$ cat config.mk
export PLATFORM = sky130hd
export DESIGN_NAME = filter_sched
export DESIGN_NICKNAME = d
export VERILOG_FILES = /design/src/rtl/filter_sched_pkg.sv /design/src/rtl/filter_sched_rr_arbiter.sv /design/src/rtl/filter_sched.sv
export SDC_FILE = /design/constraint.sdc
export NUM_CORES = 1
export LEC_CHECK = 0
export BUFFER_PORTS_ARGS = -buffer_cell sky130_fd_sc_hd__buf_2
export CAP_MARGIN = 25
export CORE_ASPECT_RATIO = 0.5
export CORE_UTILIZATION = 35
export CTS_BUF_LIST = sky130_fd_sc_hd__clkbuf_4
export DETAILED_ROUTE_END_ITERATION = 16
export PLACE_DENSITY = 0.54
export SETUP_SLACK_MARGIN = 0.5
export SLEW_MARGIN = 5
export SYNTH_ARGS = -nofsm -noshare
export SYNTH_HDL_FRONTEND = slang
export SYNTH_HIERARCHICAL = 1
export SYNTH_SLANG_ARGS = --single-unit
$ cat constraint.sdc
create_clock -name clock -period 10 [get_ports clock]
set_clock_uncertainty 0.15 [all_clocks]
set_input_delay 1 -clock clock [delete_from_list [all_inputs] [get_ports clock]]
set_output_delay 1 -clock clock [all_outputs]
set_load 0.05 [all_outputs]
$ cat src/rtl/filter_sched_pkg.sv
// filter_sched_pkg
// Shared constants and types for the filter scheduler.
//   NCH_DEF   - default number of channels sharing the filter engine
//   DEPTH_DEF - default number of equal granted samples needed to flip an output
//   CH_W      - channel index width for the default channel count
//   ch_idx_t  - channel index type for the default channel count
//   idx_w()   - index width for an arbitrary channel count (at least 1 bit)
package filter_sched_pkg;

    localparam int NCH_DEF   = 4;
    localparam int DEPTH_DEF = 3;

    function automatic int idx_w(input int n);
        return (n > 1) ? $clog2(n) : 1;
    endfunction

    localparam int CH_W = idx_w(NCH_DEF);

    typedef logic [CH_W-1:0] ch_idx_t;

endpackage

$ cat src/rtl/filter_sched_rr_arbiter.sv
// rr_arbiter
// Combinational round-robin selection: the first set request at or after the
// pointer, wrapping modulo NCH.
//   i_req   [NCH-1:0]  per-channel requests
//   i_ptr   [IW-1:0]   starting channel for this search
//   o_pick  [NCH-1:0]  one-hot selected channel, zero if no request
//   o_idx   [IW-1:0]   index of the selected channel, zero if no request
//   o_valid            any request present
module rr_arbiter #(
    parameter int NCH = 4,
    parameter int IW  = 2
) (
    input  logic [NCH-1:0] i_req,
    input  logic [IW-1:0]  i_ptr,
    output logic [NCH-1:0] o_pick,
    output logic [IW-1:0]  o_idx,
    output logic           o_valid
);

    int w_k;

    always_comb begin
        o_pick  = '0;
        o_idx   = '0;
        o_valid = 1'b0;
        w_k     = 0;
        for (int i = 0; i < NCH; i++) begin
            w_k = int'(i_ptr) + i;
            if (w_k >= NCH) w_k = w_k - NCH;
            if (!o_valid && i_req[w_k]) begin
                o_valid     = 1'b1;
                o_pick[w_k] = 1'b1;
                o_idx       = IW'(w_k);
            end
        end
    end

endmodule

$ cat src/rtl/filter_sched.sv
// filter_sched
// One shared glitch filter time-multiplexed over NCH channels. Each edge a
// round-robin arbiter picks one requesting channel; its raw level is shifted
// into that channel's DEPTH-bit history and the filtered output flips once
// DEPTH consecutive granted samples agree. Unserviced channels keep their
// history and output frozen.
//   clock                 rising-edge clock
//   reset                 synchronous active-low reset
//   sig_in   [NCH-1:0]    raw channel levels
//   req      [NCH-1:0]    per-channel service request
//   grant    [NCH-1:0]    registered one-hot of the channel serviced last edge
//   sig_out  [NCH-1:0]    registered filtered levels
//   evt_valid             one-cycle pulse on any sig_out change (FILTER_SCHED_EVT_EN)
//   evt_ch                index of the changed channel (FILTER_SCHED_EVT_EN)
// Optional feature macro: FILTER_SCHED_EVT_EN adds the change-event outputs.
module filter_sched
    import filter_sched_pkg::*;
#(
    parameter int NCH   = NCH_DEF,
    parameter int DEPTH = DEPTH_DEF
) (
    input  logic                   clock,
    input  logic                   reset,
    input  logic [NCH-1:0]         sig_in,
    input  logic [NCH-1:0]         req,
    output logic [NCH-1:0]         grant,
`ifdef FILTER_SCHED_EVT_EN
    output logic [NCH-1:0]         sig_out,
    output logic                   evt_valid,
    output logic [idx_w(NCH)-1:0]  evt_ch
`else
    output logic [NCH-1:0]         sig_out
`endif
);

    localparam int IW = idx_w(NCH);

    logic [IW-1:0]    r_ptr;
    logic [NCH-1:0]   r_grant;
    logic [NCH-1:0]   r_sig_out;
    logic [DEPTH-1:0] r_hist [NCH];

    logic [NCH-1:0]   w_pick;
    logic [IW-1:0]    w_idx;
    logic             w_valid;
    logic [DEPTH-1:0] w_hist_new;
    logic             w_change;

    rr_arbiter #(
        .NCH (NCH),
        .IW  (IW)
    ) u_arb (
        .i_req   (req),
        .i_ptr   (r_ptr),
        .o_pick  (w_pick),
        .o_idx   (w_idx),
        .o_valid (w_valid)
    );

    // Shift-left form keeps DEPTH == 1 legal (no zero-width slice).
    always_comb begin
        w_hist_new = (r_hist[w_idx] << 1) | DEPTH'(sig_in[w_idx]);
        w_change   = w_valid
                   && ((w_hist_new == '0) || (w_hist_new == '1))
                   && (w_hist_new[0] != r_sig_out[w_idx]);
    end

    always_ff @(posedge clock) begin
        if (!reset) begin
            r_ptr     <= '0;
            r_grant   <= '0;
            r_sig_out <= '0;
            for (int c = 0; c < NCH; c++) r_hist[c] <= '0;
        end else begin
            r_grant <= w_pick;
            if (w_valid) begin
                r_hist[w_idx] <= w_hist_new;
                r_ptr         <= (w_idx == IW'(NCH - 1)) ? '0 : IW'(w_idx + 1'b1);
                if (w_change) r_sig_out[w_idx] <= w_hist_new[0];
            end
        end
    end

    assign grant   = r_grant;
    assign sig_out = r_sig_out;

`ifdef FILTER_SCHED_EVT_EN
    logic          r_evt_valid;
    logic [IW-1:0] r_evt_ch;

    always_ff @(posedge clock) begin
        if (!reset) begin
            r_evt_valid <= 1'b0;
            r_evt_ch    <= '0;
        end else begin
            r_evt_valid <= w_change;
            if (w_change) r_evt_ch <= w_idx;
        end
    end

    assign evt_valid = r_evt_valid;
    assign evt_ch    = r_evt_ch;
`endif

endmodule

# Yosys cells after proc, flatten, opt, wreduce, memory -nomap -nowiden
# Memory sizes are Yosys's and may differ from the RTL's.
# Index checks and enable logic that the tools add are counted.
# W data, S select, Z words.
[op_classes]
add_sub_neg = 8
order_cmp = 14
n_eq_ne = 3
mux = 51
n_bitwise = 4
reduce_logical = 17
[ops]
columns = ["cell", "count"]
rows = [
  ["$ge A32 B1 Y1 const B", 4],
  ["$lt A32 B4 Y1 const B", 4],
  ["$mux W32", 4],
  ["$ge A32 B4 Y1 const B", 3],
  ["$sub A32 B4 Y32 const B", 3],
  ["$mux W1", 24],
  ["$mux W4", 4],
  ["$bmux W1 S2", 6],
  ["$mux W2", 6],
  ["$or A4 B4 Y4", 3],
  ["$demux W1 S2", 5],
  ["$logic_and A1 B1 Y1", 10],
  ["$add A2 B2 Y3 const B", 2],
  ["$bwmux W4", 1],
  ["$sub A2 B3 Y4 const B", 1],
  ["$add A2 B1 Y3 const B", 1],
  ["$eq A3 B3 Y1 const B", 1],
  ["$ge A2 B3 Y1 const B", 1],
  ["$logic_not A1 Y1", 3],
  ["$logic_not A3 Y1", 1],
  ["$lt A2 B3 Y1 const B", 1],
  ["$mux W3", 1],
  ["$or A3 B1 Y3", 1],
  ["$reduce_or A3 Y1", 1],
  ["6 further kinds", 6],
]
[totals]
reg_bits = 10
ram_bits = 12
in_bits = 10
out_inout_bits = 8
word_cells = 101
n_memories = 1
[memory_table]
columns = ["name", "words", "word_bits", "rd", "rd_ports_with_merged_regs", "write_ports", "line", "rtl"]
rows = [
  ["r_hist", 4, 3, 1, 0, 4, "filter_sched.sv:41", "logic [DEPTH-1:0] r_hist [NCH];"],
]

# Logic depth before layout (Yosys ltp)
[logic_depth]
ltp_word = 23
depth_mapped = 14
ltp_nobuf = 11

# Cells and area by module
# The synthesis kept the hierarchy.
[by_module_without_submodules]
columns = ["module", "n_inst", "cells_each", "area_each_um2", "seq_area_each_um2"]
rows = [
  ["filter_sched", 1, 81, 913.4, 440.4],
  ["rr_arbiter", 1, 48, 459.2, 0.0],
]

# Worst setup path before layout
# No wires, ideal clock.
[synth_timing]
path_kind = "input to register"
start = "input req[3]"
end = "register r_sig_out[0] (netlist: sig_out[0])"
setup_time_ns = 0.072
arrival_ns = 3.730
t_required_ns = 9.778
setup_slack_ns = 6.049
path_stages = 8
n_path_buf = 2
cell_sequence = "mux4_2 clkbuf_1 o31ai_1 buf_6 mux4_2 or4b_4 a21oi_1 mux2i_1"
[synth_via]
elab_chain_cells = 21
elab_cells_between_ends = 45
cone_classes = "order compare (2); eq/ne (2); mux (27); bitwise (1); reduce/logical (12); memory (1)"
[synth_rtl]
columns = ["element", "line", "rtl"]
rows = [
  ["start: declaration", "filter_sched.sv:25", "input logic [NCH-1:0] req,"],
  ["$bmux W1 S2", "filter_sched_rr_arbiter.sv:30", "if (!o_valid && i_req[w_k]) begin"],
  ["$mux W1 (implied by the code) (2 in series)", "filter_sched_rr_arbiter.sv:30", ""],
  ["$mux W1", "filter_sched_rr_arbiter.sv:30", ""],
  ["$logic_not A1 Y1", "filter_sched_rr_arbiter.sv:30", ""],
  ["$logic_and A1 B1 Y1", "filter_sched_rr_arbiter.sv:30", ""],
  ["$mux W1", "filter_sched_rr_arbiter.sv:30", ""],
  ["$logic_not A1 Y1", "filter_sched_rr_arbiter.sv:30", ""],
  ["$logic_and A1 B1 Y1", "filter_sched_rr_arbiter.sv:30", ""],
  ["(+4 left out)", "--", ""],
  ["named net w_idx[0]", "filter_sched.sv:44", "logic [IW-1:0] w_idx;"],
  ["$bmux W1 S2", "filter_sched.sv:62", "w_hist_new = (r_hist[w_idx] << 1) | DEPTH'(sig_in[w_idx]);"],
  ["$mux W1 (implied by the code)", "filter_sched.sv:62", ""],
  ["$or A3 B1 Y3", "filter_sched.sv:62", ""],
  ["$eq A3 B3 Y1 / $logic_not A3 Y1 (equally long branches)", "filter_sched.sv:64", "&& ((w_hist_new == '0) || (w_hist_new == '1))"],
  ["$logic_or A1 B1 Y1", "filter_sched.sv:64", ""],
  ["$logic_and A1 B1 Y1", "filter_sched.sv:64", ""],
  ["$logic_and A1 B1 Y1", "filter_sched.sv:65", "&& (w_hist_new[0] != r_sig_out[w_idx]);"],
  ["$reduce_and A2 Y1 (no line)", "--", ""],
  ["end signal: indexed assignment", "filter_sched.sv:79", "if (w_change) r_sig_out[w_idx] <= w_hist_new[0];"],
  ["end: declaration", "filter_sched.sv:40", "logic [NCH-1:0] r_sig_out;"],
]
# Mark *: on every way through the listed nets, which the timed path passes. The rest lies on a longest branch. The select of a mux whose other input is x is not followed.
# A chain may end at the register's enable or synchronous reset.

# Final worst setup path
[layout_timing]
start = "register r_ptr[0]"
end = "register r_sig_out[0] (netlist: sig_out[0])"
[layout_via]
elab_chain_cells = 23
elab_cells_between_ends = 60
cone_classes = "add/sub (7); order compare (6); eq/ne (2); mux (31); bitwise (1); reduce/logical (12); memory (1)"
[layout_rtl]
columns = ["element", "line", "rtl"]
rows = [
  ["start: declaration", "filter_sched.sv:38", "logic [IW-1:0] r_ptr;"],
  ["start signal: assignment", "filter_sched.sv:78", "r_ptr <= (w_idx == IW'(NCH - 1)) ? '0 : IW'(w_idx + 1'b1);"],
  ["parallel branches: the longest is 14 deep, another holds $sub A32 B4 Y32", "--", ""],
  ["$mux W2 *", "filter_sched_rr_arbiter.sv:30", ""],
  ["named net w_idx[0]", "filter_sched.sv:44", ""],
  ["$bmux W1 S2", "filter_sched.sv:62", ""],
  ["$mux W1 (implied by the code)", "filter_sched.sv:62", ""],
  ["$or A3 B1 Y3", "filter_sched.sv:62", ""],
  ["$eq A3 B3 Y1 / $logic_not A3 Y1 (equally long branches)", "filter_sched.sv:64", ""],
  ["$logic_or A1 B1 Y1", "filter_sched.sv:64", ""],
  ["$logic_and A1 B1 Y1", "filter_sched.sv:64", ""],
  ["$logic_and A1 B1 Y1", "filter_sched.sv:65", ""],
  ["$reduce_and A2 Y1 (no line)", "--", ""],
]
# Mark *: on every way through the listed nets, which the timed path passes. The select of a mux whose other input is x is not followed.

==> qor.csv <==
metric,value,unit
initial antenna violation count,0,
Slew @ Worst Pin,665,ps
clk buf depth,2,
Placement Rows,15,
slowest CP cell,dfxtp_1,
reg-to-reg critical path startpoint,r_ptr[0]$_SDFFE_PN0P_,
PostCTS Resize Cnt,0,
number of synthesized flops with an enable pin,8,
Avg WL per Cell,13.7,um
post-CTS setup buffers,0,
Pleak,0.618,nW
first-pass GRT wire length,4350,um
final hold violation count,0,
ys async rst share,0,
fin crit period,4320,ps
highest clock rate,0.232,GHz
GRT overflow,0,
total of max-cap violations,0,
RSZ-0062 raised after global routing,no,
root buffer cell,clkbuf_4,
Post-Syn Instances,129,
Peak VDD IR,81.2,uV
worst r2r dst,sig_out[0]$_SDFFE_PN0P_,
cts hold-fix bufs,0,
pwr dens,307,nW/um^2
HPWL after DPL,1980,um
Critical Path AT,4400,ps
Die X-Extent,90.6,um
Buffers on Ports,17,
Via density,5.27,
die height,46.3,um
Num CTS Buffers,3,
P&R area growth vs syn,8.75,%
TritonRoute pass-1 iters,4,
Fin Hold WS,335,ps
Critical Path Source,r_ptr[0]$_SDFFE_PN0P_,
number of global-route vias before repair,890,
fin. max-slew vios,0,
R2R Setup Slk,5680,ps
via count,1022,
hold depth,2,
initial DRC count,43,
syn nets,151,
Max transition margin,0.556,
hold endpoint,sig_out[1]$_SDFFE_PN0P_,
DRC,0,
"Max FO, Critical Path",15,
Worst path max stage delay,760,ps
Final setup viols,0,
ys flop type,dfxtp_1,
number of synthesized register bits,18,
Fillers,357,
hold crit path type,flip-flop to flip-flop,
CTS HTree Levels,1,
Setup TNS,0,ps
largest net degree at the start of global routing,21,
worst r2r path cells,11,
Placer Congestion,0.818,
Ports,18,
layout cells sized above 1,0.217,
Post-Syn Area,1370,sq um
status,finished clean,
gr usage total,0.135,
Clock Sinks,18,
startpoint types,flip-flop,
CP Data Required Time,10080,ps
ANT cells,0,
CTS clock-pin slew for the worst setup and hold paths,100,ps
Synth warnings,6,
"Seq/Total Area, Yosys",0.321,
count of different cell masters after synthesis,33,
final WL,2670,um
layout net count,166,
CTS tree,yes,
CORE AREA,3580,sq um
Worst-Skew Late Latency,300,ps
period utilization,0.432,
Mean Syn Cell Area,10.6,sq um
critical path endpoint category,flip-flop,
Starting Density,0.383,
worst-path cell chain,inv_1 > ha_1 > mux4_2 > and2b_2 > o21ai_0 > o31ai_1 > buf_4 > mux4_1 > or4b_4 > a21oi_1 > mux2i_1,
hold path startpoint,sig_out[1]$_SDFFE_PN0P_,
DIE AREA,4190,sq um
ANT nets after route,0,
critical path class,flip-flop to flip-flop,
[synth_stat cells, types with 5 or more instances]
cell type	n	share of area
nand2_1	14	0.038
ha_1	12	0.11
dfxtp_1	10	0.15
a22oi_1	8	0.044
edfxtp_1	8	0.18
o21ai_0	8	0.029
and2_1	7	0.032
mux2i_1	7	0.051
inv_1	6	0.016
nor2_1	5	0.014
[registers in the layout (all words and copies together) (netlist names)]
name	count
grant	4
r_hist	8
r_ptr	2
sig_out	4
[final cells by class]
cell class,instances,area [sq um],share of cell area
clock buffers,3,22.5,0.0151
well taps,51,63.8,0.0427
flip-flops and latches,18,440,0.295
repair buffers,18,92.6,0.0620
clock inverters,1,3.75,0.00251
inverters,6,22.5,0.0151
multi-input cells,97,847,0.567
[stage by stage]
stage	worst slack [ps]	power, mW	util	cell area (sq um)	std cells
final	5680	0.458	0.416	1490	194
after global routing	5370	0.497	0.416	1490	194
after CTS	5670	0.459	0.416	1490	194
after detailed placement	5700	0.421	0.409	1470	190
after global placement	5710	0.420	0.409	1470	190
after floorplan	6050	0.382	-	1370	129
[worst max-delay path, delay by kind of cell (launching register included)]
family                     cells  cell delay, ps
muxes                          3            1250
and+or+nand+nor                2             840
AOI/OAI and AO/OA              3             380
adders and majority gates      1             410
DFF                            1             760
buffers and inverters          2             460
[per-layer routing]
metal  routed length, um  GRT usage
met5                   0          0
met4                  25     0.0290
met3                 115     0.0297
met1                1330      0.184
met2                1200      0.226
[power breakdown]
group / switching, mW / internal [mW] / total [mW] / leakage (nW)
Clock: 0.0233 / 0.0146 / 0.0378 / 0.0154
Combinational: 0.167 / 0.121 / 0.288 / 0.436
Sequential: 0.0232 / 0.109 / 0.132 / 0.167
[cell usage in the layout (no fill, tap or decap)]
cell type  instances
buf_2             17
nand2_1           14
ha_1              12
dfxtp_1           10
o21ai_0            8
edfxtp_1           8
a22oi_1            8
mux2i_1            7
and2_1             7
inv_1              6
nor2_1             5
mux4_2             4
mux4_1             4
a21oi_1            4
nor2b_1            4
and3_1             3
clkbuf_4           3
and2b_2            2
nand2b_1           2
and3_2             1
or4b_4             1
nand4b_1           1
o22ai_1            1
nand4_1            1
clkinv_1           1
buf_4              1
o31ai_1            1
nor4b_4            1
nor3_1             1
mux2_2             1
o211ai_1           1
o221ai_1           1
nor4_1             1
a32o_1             1
[kinds of logic (layout without fill, tap and decap cells)]
| logic type | after synthesis | after routing | synth area share |
|---|---|---|---|
| muxes | 16 | 16 | 0.201 |
| AOI/OAI and AO/OA | 25 | 25 | 0.117 |
| DFF | 18 | 18 | 0.321 |
| and+or+nand+nor | 44 | 44 | 0.190 |
| adders and majority gates | 12 | 12 | 0.109 |
| buffers and inverters | 14 | 28 | 0.0620 |
[how the worst max path moves through the flow]
stage	slack [ps]	end	cells past startpoint
global placement	5710	sig_out[0]$_SDFFE_PN0P_	11
detailed placement	5700	sig_out[0]$_SDFFE_PN0P_	11
CTS	5670	sig_out[0]$_SDFFE_PN0P_	11
global route	5370	sig_out[3]$_SDFFE_PN0P_	11
floorplan	6050	sig_out[0]$_SDFFE_PN0P_	8
finish	5680	sig_out[0]$_SDFFE_PN0P_	11
No activity file was read; power rests on OpenSTA's default activity.
